==> src/rtl/player_draw.sv <==
// -----------------------------------------------------------------------------
// player_draw
//
// Overlays the player sprite on the VGA pixel stream coming from the
// background layer. Position and animation state from the movement controller
// are captured once per frame, at the rising edge of vertical blanking, so a
// sprite can never tear when those inputs change mid-frame. For every visible
// pixel inside the sprite box a sprite-sheet ROM address is generated, with
// horizontal mirroring when the player faces left. Non-transparent sprite
// pixels replace the background colour.
//
// Pipeline (every output is exactly 3 clocks behind its input pixel):
//   stage 1: rom_addr, hit, timing and background colour registered
//   stage 2: ROM returns rom_data; hit, timing and colour delayed again
//   stage 3: composited colour and timing registered onto the outputs
//
// Ports
//   clk, rst            pixel clock, synchronous active-high reset
//   hcount_in/vcount_in pixel coordinates from the background stage
//   hsync_in/vsync_in   sync pulses
//   hblnk_in/vblnk_in   blanking flags
//   rgb_in              background colour, 4:4:4
//   pos_x/pos_y         player top-left corner, from the movement controller
//   sprite_control      {right, jump, idle, cnt[3:0]}
//   rom_addr            registered sprite-sheet address
//   rom_data            ROM pixel, valid one clock after rom_addr
//   *_out               timing delayed 3 clocks
//   rgb_out             composited colour
// -----------------------------------------------------------------------------
module player_draw #(
   parameter int          SPRITE_W = 32,
   parameter int          SPRITE_H = 32,
   parameter int          N_FRAMES = 17,
   parameter int          ADDR_W   = 15,
   parameter logic [11:0] TRANSP   = 12'hF0F
) (
   input  logic              clk,
   input  logic              rst,
   input  logic [10:0]       hcount_in,
   input  logic [10:0]       vcount_in,
   input  logic              hsync_in,
   input  logic              vsync_in,
   input  logic              hblnk_in,
   input  logic              vblnk_in,
   input  logic [11:0]       rgb_in,
   input  logic [9:0]        pos_x,
   input  logic [9:0]        pos_y,
   input  logic [6:0]        sprite_control,
   output logic [ADDR_W-1:0] rom_addr,
   input  logic [11:0]       rom_data,
   output logic [10:0]       hcount_out,
   output logic [10:0]       vcount_out,
   output logic              hsync_out,
   output logic              vsync_out,
   output logic              hblnk_out,
   output logic              vblnk_out,
   output logic [11:0]       rgb_out
);

   localparam int COL_W   = (SPRITE_W > 1) ? $clog2(SPRITE_W) : 1;
   localparam int ROW_W   = (SPRITE_H > 1) ? $clog2(SPRITE_H) : 1;
   localparam int FRAME_W = (N_FRAMES > 1) ? $clog2(N_FRAMES) : 1;

   typedef struct packed {
      logic [10:0] hcount;
      logic [10:0] vcount;
      logic        hsync;
      logic        vsync;
      logic        hblnk;
      logic        vblnk;
   } timing_t;

   // sprite_control fields
   localparam int CTRL_RIGHT = 6;
   localparam int CTRL_JUMP  = 5;
   localparam int CTRL_IDLE  = 4;

   // ---------------------------------------------------------------------------
   // Frame latch: shadow copies of position/animation, updated only when
   // vertical blanking starts.
   // ---------------------------------------------------------------------------
   logic       vblnk_prev;
   logic       shadow_valid;
   logic [9:0] shadow_x;
   logic [9:0] shadow_y;
   logic [6:0] shadow_ctrl;

   // NOTE: sequential state always uses non-blocking assignments so every
   // register samples the pre-edge value of every other register.
   always_ff @(posedge clk) begin
      if (rst) begin
         vblnk_prev   <= 1'b0;
         shadow_valid <= 1'b0;
         shadow_x     <= '0;
         shadow_y     <= '0;
         shadow_ctrl  <= '0;
      end else begin
         vblnk_prev <= vblnk_in;
         if (vblnk_in && !vblnk_prev) begin
            shadow_valid <= 1'b1;
            shadow_x     <= pos_x;
            shadow_y     <= pos_y;
            shadow_ctrl  <= sprite_control;
         end
      end
   end

   // cnt[3] does not take part in frame selection.
   logic unused_cnt_msb;
   assign unused_cnt_msb = shadow_ctrl[3];

   // ---------------------------------------------------------------------------
   // Hit test and address generation
   // ---------------------------------------------------------------------------
   logic [10:0]        sx, sy, x_end, y_end;
   logic               hit;
   logic [COL_W-1:0]   col, col_m;
   logic [ROW_W-1:0]   row;
   logic [FRAME_W-1:0] frame_sel;
   logic [ADDR_W-1:0]  addr_next;

   // NOTE: every variable gets a value on every path through this block;
   // a path that left one unassigned would infer a latch.
   always_comb begin
      // Box limits are 11 bits wide, so a sprite near x=1023 runs past the
      // visible area and clips instead of wrapping back to column 0.
      sx    = {1'b0, shadow_x};
      sy    = {1'b0, shadow_y};
      x_end = sx + 11'(SPRITE_W);
      y_end = sy + 11'(SPRITE_H);

      hit = shadow_valid && !hblnk_in && !vblnk_in &&
            (hcount_in >= sx) && (hcount_in < x_end) &&
            (vcount_in >= sy) && (vcount_in < y_end);

      col = COL_W'(hcount_in - sx);
      row = ROW_W'(vcount_in - sy);

      // The sheet is drawn facing right; facing left reads columns backwards.
      if (shadow_ctrl[CTRL_RIGHT]) col_m = col;
      else                         col_m = COL_W'(SPRITE_W - 1) - col;

      // Jump wins over idle; walk and jump cycle through 8 frames each.
      if (shadow_ctrl[CTRL_JUMP])      frame_sel = FRAME_W'(9) + FRAME_W'(shadow_ctrl[2:0]);
      else if (shadow_ctrl[CTRL_IDLE]) frame_sel = '0;
      else                             frame_sel = FRAME_W'(1) + FRAME_W'(shadow_ctrl[2:0]);

      addr_next = ADDR_W'(frame_sel) * ADDR_W'(SPRITE_W * SPRITE_H) +
                  ADDR_W'(row) * ADDR_W'(SPRITE_W) + ADDR_W'(col_m);
   end

   // ---------------------------------------------------------------------------
   // Three-stage pixel pipeline
   // ---------------------------------------------------------------------------
   timing_t     timing_in, timing_d1, timing_d2;
   logic        hit_d1, hit_d2;
   logic [11:0] rgb_d1, rgb_d2;

   assign timing_in = '{hcount: hcount_in, vcount: vcount_in,
                        hsync: hsync_in, vsync: vsync_in,
                        hblnk: hblnk_in, vblnk: vblnk_in};

   always_ff @(posedge clk) begin
      if (rst) begin
         rom_addr   <= '0;
         hit_d1     <= 1'b0;
         timing_d1  <= '0;
         rgb_d1     <= '0;
         hit_d2     <= 1'b0;
         timing_d2  <= '0;
         rgb_d2     <= '0;
         hcount_out <= '0;
         vcount_out <= '0;
         hsync_out  <= 1'b0;
         vsync_out  <= 1'b0;
         hblnk_out  <= 1'b0;
         vblnk_out  <= 1'b0;
         rgb_out    <= '0;
      end else begin
         // stage 1: the address is only updated for sprite pixels
         if (hit) rom_addr <= addr_next;
         hit_d1    <= hit;
         timing_d1 <= timing_in;
         rgb_d1    <= rgb_in;

         // stage 2: runs alongside the ROM read
         hit_d2    <= hit_d1;
         timing_d2 <= timing_d1;
         rgb_d2    <= rgb_d1;

         // stage 3: rom_data now belongs to the pixel carried in stage 2
         hcount_out <= timing_d2.hcount;
         vcount_out <= timing_d2.vcount;
         hsync_out  <= timing_d2.hsync;
         vsync_out  <= timing_d2.vsync;
         hblnk_out  <= timing_d2.hblnk;
         vblnk_out  <= timing_d2.vblnk;
         rgb_out    <= (hit_d2 && (rom_data != TRANSP)) ? rom_data : rgb_d2;
      end
   end

endmodule

==> config.mk <==
export PLATFORM = sky130hd
export DESIGN_NAME = player_draw
export DESIGN_NICKNAME = d
export VERILOG_FILES = /design/src/rtl/player_draw.sv
export SDC_FILE = /design/constraint.sdc
export NUM_CORES = 1
export LEC_CHECK = 0
export ABC_AREA = 1
export BUFFER_PORTS_ARGS = -buffer_cell sky130_fd_sc_hd__buf_2
export CAP_MARGIN = 10
export CORE_MARGIN = 1.5
export CORE_UTILIZATION = 40
export CTS_CLUSTER_DIAMETER = 30
export DETAILED_ROUTE_END_ITERATION = 12
export PLACE_DENSITY = 0.59
export SLEW_MARGIN = 20
export SYNTH_ARGS = -nofsm -noshare
export SYNTH_HDL_FRONTEND = slang
export SYNTH_SLANG_ARGS = --single-unit
==> constraint.sdc <==
create_clock -name clk -period 2.42 [get_ports clk]
set_input_delay 0.484 -clock clk [delete_from_list [all_inputs] [get_ports clk]]
set_output_delay 0.484 -clock clk [all_outputs]
set_load 0.02 [all_outputs]
# Word-level counts from Yosys, hierarchy flattened

Cells that the tools add are included.

Output and inout port bits: 53
Word-level logic and storage cells: 57
Input port bits: 79
Flip-flop bits (word level): 159

Order comparisons: 4
Multiplexer cells: 4
Reductions and logical operators: 11
Add/subtract/negate cells: 9
Equality and inequality tests: 1

Operators by type and width:

| cell                    | number |
|---|---|
| $add A10 B6 Y11 const B | 2 |
| $ge A11 B10 Y1          | 2 |
| $lt A11 B11 Y1          | 2 |
| $add A15 B10 Y15        | 1 |
| $add A15 B5 Y15         | 1 |
| $mux W12                | 1 |
| $ne A12 B12 Y1 const B  | 1 |
| $mux W5                 | 2 |
| $sub A5 B5 Y5           | 2 |
| $logic_and A1 B1 Y1     | 8 |
| $add A4 B3 Y5 const A   | 1 |
| $sub A5 B5 Y5 const A   | 1 |
| $add A1 B3 Y4 const A   | 1 |
| $mux W4                 | 1 |
| $logic_not A1 Y1        | 3 |

# Longest topological paths before layout

Depth in word-level cells: 7
Gate-level depth with buffers: 16
Mapped depth without buffers: 15

# Least setup slack after synthesis

Ideal clock, no wire load.

Path type: reg2reg
Start point: reg shadow_y[5]
End point: reg rom_addr[10]
Path buffers: 1
Stages on the path, launching flop included: 14
Data arrival time: 1.938 ns
Required time: 2.308 ns
Library setup time: 0.112 ns
Slack: 0.370 ns
Period minus slack after synthesis: 2.050 ns
Path through: dfxtp_1 > ha_1 > nand3_1 > xor2_1 > ha_1 > nand3_1 > nor2_1 > nor2_1 > nand3_1 > nor2_2 > buf_4 > nand4_1 > nand2_1 > nor2_2

Cells in the longest elaborated chain, start to end: 3
Elaborated cells between the ends (all ways): 5
Classes of those cells: add/sub (1); order compare (2); reduce/logical (2)

RTL lines:

| element                                                      | line     | source |
|---|---|---|
| from (decl)                                                  | 85       | `logic [9:0] shadow_y;` |
| from (signal assigned)                                       | 102      | `shadow_y <= pos_y;` |
| $add A10 B6 Y11 / $ge A11 B10 Y1 (equally long branches)     | 130, 134 |  |
| $lt A11 B11 Y1 / $logic_and A1 B1 Y1 (equally long branches) | 134, 133 |  |
| $logic_and A1 B1 Y1 (*)                                      | 134      | `(vcount_in >= sy) && (vcount_in < y_end);` |
| to (signal assigned)                                         | 181      | `if (hit) rom_addr <= addr_next;` |
| to (decl)                                                    | 49       | `output logic [ADDR_W-1:0] rom_addr,` |

Mark *: on every way between the ends. The rest lies on a longest branch, timed or not.
A chain may end at the register's enable or synchronous reset.

# Worst setup path in the final report

Start point: reg shadow_x[6]
End point: reg rom_addr[11]

Cells in the longest elaborated chain, start to end: 5
Elaborated cells between the ends (all ways): 7
Classes of those cells: add/sub (1); order compare (2); reduce/logical (4)

RTL lines:

| element                                                      | line     | source |
|---|---|---|
| from (decl)                                                  | 84       | `logic [9:0] shadow_x;` |
| from (signal assigned)                                       | 101      | `shadow_x <= pos_x;` |
| $add A10 B6 Y11 / $ge A11 B10 Y1 (equally long branches)     | 129, 133 |  |
| $lt A11 B11 Y1 / $logic_and A1 B1 Y1 (equally long branches) | 133, 132 |  |
| $logic_and A1 B1 Y1 (*) (2 in series)                        | 133      | `(hcount_in >= sx) && (hcount_in < x_end) &&` |
| $logic_and A1 B1 Y1 (*)                                      | 134      |  |

Marks and branches as above.

==> results.sh <==
export IMPL_status="complete, no violations"
export IMPL_routed_via_density=4.30
export IMPL_cts_hold_buf=0
export IMPL_grt_pass1_vias=4412
export IMPL_areaGrowthSynthToFinish_pct=24.3
export IMPL_max_freq_ghz=0.460
export IMPL_crit_path_end_kind="flip-flop"
export IMPL_regArea_mm2=0.00317
export IMPL_dpl_hpwl_um=8760
export IMPL_ios=132
export IMPL_timing_rr_start="shadow_x[6]"
export IMPL_hp_class="in2reg"
export IMPL_cts_made_buffers=17
export IMPL_rsz0062_at_grt="no"
export IMPL_worstReg2RegEnd="rom_addr[11]"
export IMPL_fin_crit_ns=2.18
export IMPL_syn_inst=774
export IMPL_diodes=0
export IMPL_initial_core_util_pct=41.0
export IMPL_maxCapViolCount=0
export IMPL_antenna_left=0
export IMPL_drtIter0Drc=252
export IMPL_p_leak_uw=0.00381
export IMPL_slew_headroom_pct=31.7
export IMPL_layout_setup_ws_ns=0.244
export IMPL_clk_pin_slew_ns=0.06
export IMPL_multi_input_area_mm2=0.00237
export IMPL_cts_root_buf="clkbuf_16"
export IMPL_ys_seq_area_share_pct=50.8
export IMPL_ys_ff_latch=158
export IMPL_core_area_mm2=0.0152
export IMPL_die_w_um=128
export IMPL_synthesis_area_mm2=0.00623
export IMPL_cts_htree_levels=4
export IMPL_die_area_mm2=0.0163
export IMPL_clk_insertion_delay_late_ns=0.43
export IMPL_fp_dieH_um=128
export IMPL_cp_max_fo=8
export IMPL_routabilityCongestion=0.781
export IMPL_grt_max_degree=106
export IMPL_final_common_cell="nor2_1"
export IMPL_post_drt_wl_per_cell_um=11.3
export IMPL_clock_sinks=158
export IMPL_ys_warn_count=0
export IMPL_r2r_slack_ns=0.24
export IMPL_grt_pass1_wl_um=20700
export IMPL_critPathCapture="rom_addr[11]"
export IMPL_synth_avg_cell_area_um2=8.05
export IMPL_fillerInstances=1496
export IMPL_cts_tree="done"
export IMPL_drt_first_pass_iters=5
export IMPL_setup_viol=0
export IMPL_port_buffers=130
export IMPL_tightest_slew_ns=1.03
export IMPL_mostFrequentLayoutCells="nor2_1, dfxtp_1, inv_1"
export IMPL_critPathLaunchType="flip-flop"
export IMPL_total_power_uw=6080
export IMPL_hold_viol_final=0
export IMPL_drc=0
export IMPL_tns_ns=0
export IMPL_power_density_mw_per_mm2=786
export IMPL_cts_max_path_buffers=2
export IMPL_rows=45
export IMPL_cp_arrival_ns=2.54
export IMPL_fin_skew_ns=0.0123
export IMPL_nets=1021
export IMPL_layout_drive_gt1_share_pct=22.9
export IMPL_overflow=0
export IMPL_startpoint="shadow_x[6]"
export IMPL_synth_cell_types=28
export IMPL_grt_total_usage_pct=16.3
export IMPL_vias=4756
export IMPL_required_ns=2.78
export IMPL_totalWireLength_um=12500
export IMPL_reg2reg_depth=16
export IMPL_antenna_found_initial=1
export IMPL_syn_nets=891
export IMPL_slew_violations=0
export IMPL_crit_type="reg2reg"
export IMPL_fin_crit_sh_pct=89.9
export IMPL_dp_slack_ns=0.106
export IMPL_ir_worst_vdd_mv=0.496
==> layout make-up <==
class,count,area share [%]
tap,188,3.04
clock buffer,18,5.54
multi-input combinational,436,30.7
timing repair buffer,140,10.2
clock inverter,14,2.31
inverter,151,7.32
sequential,158,40.9
==> critical path, stage by stage (launching register included) <==
cell and delay (ns):
dfxtp_1 0.36, ha_1 0.21, nand3_1 0.10, xor2_1 0.15, ha_1 0.26, nand2_1 0.08, inv_1 0.04, nand2_1 0.07
inv_1 0.04, nand2_1 0.10, nand3_2 0.11, inv_2 0.06, nand2_2 0.08, nor2_8 0.16, buf_12 0.15, nor2_2 0.04
nor2_2 0.09
==> timing repair <==
item | 4_1_cts | 5_1_grt
setup endpoints to repair | 0 | 15
resized for setup | 0 | 3
setup buffers | 0 | 3
==> registers in the layout, summed over array words and instances, names as in the netlist <==
signal and count:
rgb_d1 12, vsync_out 1, shadow_ctrl 6, shadow_valid 1, vblnk_out 1, hit_d1 1, rom_addr 15, rgb_out 12
hcount_out 11, shadow_y 10, hit_d2 1, hsync_out 1, timing_d2 26, vcount_out 11, timing_d1 26, hblnk_out 1
shadow_x 10, rgb_d2 12
==> cell usage after synthesis <==
| master | number | area, µm² |
|---|---|---|
| inv_2 | 4 | 15.0 |
| ha_1 | 36 | 450 |
| nand3_2 | 2 | 20.0 |
| buf_8 | 1 | 15.0 |
| o21ai_0 | 39 | 195 |
| nor3_1 | 3 | 15.0 |
| nor3_2 | 2 | 20.0 |
| fa_1 | 2 | 40.0 |
| buf_2 | 4 | 20.0 |
| nor2_8 | 1 | 20.0 |
| nor4_1 | 1 | 6.26 |
| nand3_1 | 19 | 95.1 |
| nand2_4 | 1 | 11.3 |
| nand2_2 | 1 | 6.26 |
| nor2_1 | 172 | 646 |
| xnor2_1 | 9 | 78.8 |
| clkbuf_1 | 20 | 75.1 |
| nand4_1 | 16 | 100 |
| nand3b_1 | 2 | 15.0 |
| nor2_2 | 23 | 144 |
| nand2_1 | 67 | 251 |
| buf_4 | 1 | 7.51 |
| inv_1 | 147 | 552 |
| nand3_4 | 2 | 35.0 |
| a21oi_1 | 30 | 150 |
| buf_1 | 3 | 11.3 |
| dfxtp_1 | 158 | 3160 |
| xor2_1 | 8 | 70.1 |
==> metrics by stage <==
step	hold slack, ns	utilization (%)	instance area, µm²	instances
final	0.264	50.9	7740	1105
after global placement	0.389	46.6	7080	1070
after floorplan	0.388	-	6230	774
after CTS	0.241	50.6	7690	1102
after global routing	0.245	50.9	7740	1105
after detailed placement	0.392	46.6	7080	1070
==> worst min-delay path by stage <==
stage,start,to,slack [ns],cells after the start
6_report,rgb_in[1],rgb_d1[1],0.26,3
5_1_grt,rgb_in[1],rgb_d1[1],0.24,3
4_1_cts,rgb_in[7],rgb_d1[7],0.24,3
3_5_place_dp,timing_d2[10],vcount_out[6],0.39,2
3_3_place_gp,timing_d2[10],vcount_out[6],0.39,2
2_1_floorplan,timing_d2[1],hblnk_out,0.39,2
==> routing by layer <==
layer | vias up | global-route usage, % | wire length [µm]
met1 | 2049 | 20.8 | 6080
met2 | 102 | 25.8 | 5600
met4 | 0 | 6.35 | 209
li1 | 2591 | - | -
met5 | - | 0 | 0
met3 | 14 | 5.22 | 646
==> cell families after synthesis <==
family / Yosys count / synth area share [%]
compound gates: 69 / 5.54
simple gates: 312 / 22.2
xor+xnor: 17 / 2.39
fa+ha+maj: 38 / 7.87
buf+inv: 180 / 11.2
flops: 158 / 50.8
==> power breakdown <==
part	internal (µW)	switching, µW	total (µW)
Sequential	2710	44.3	2760
Combinational	251	379	630
Clock	1560	1130	2700
No activity file was read; power rests on OpenSTA's default activity.
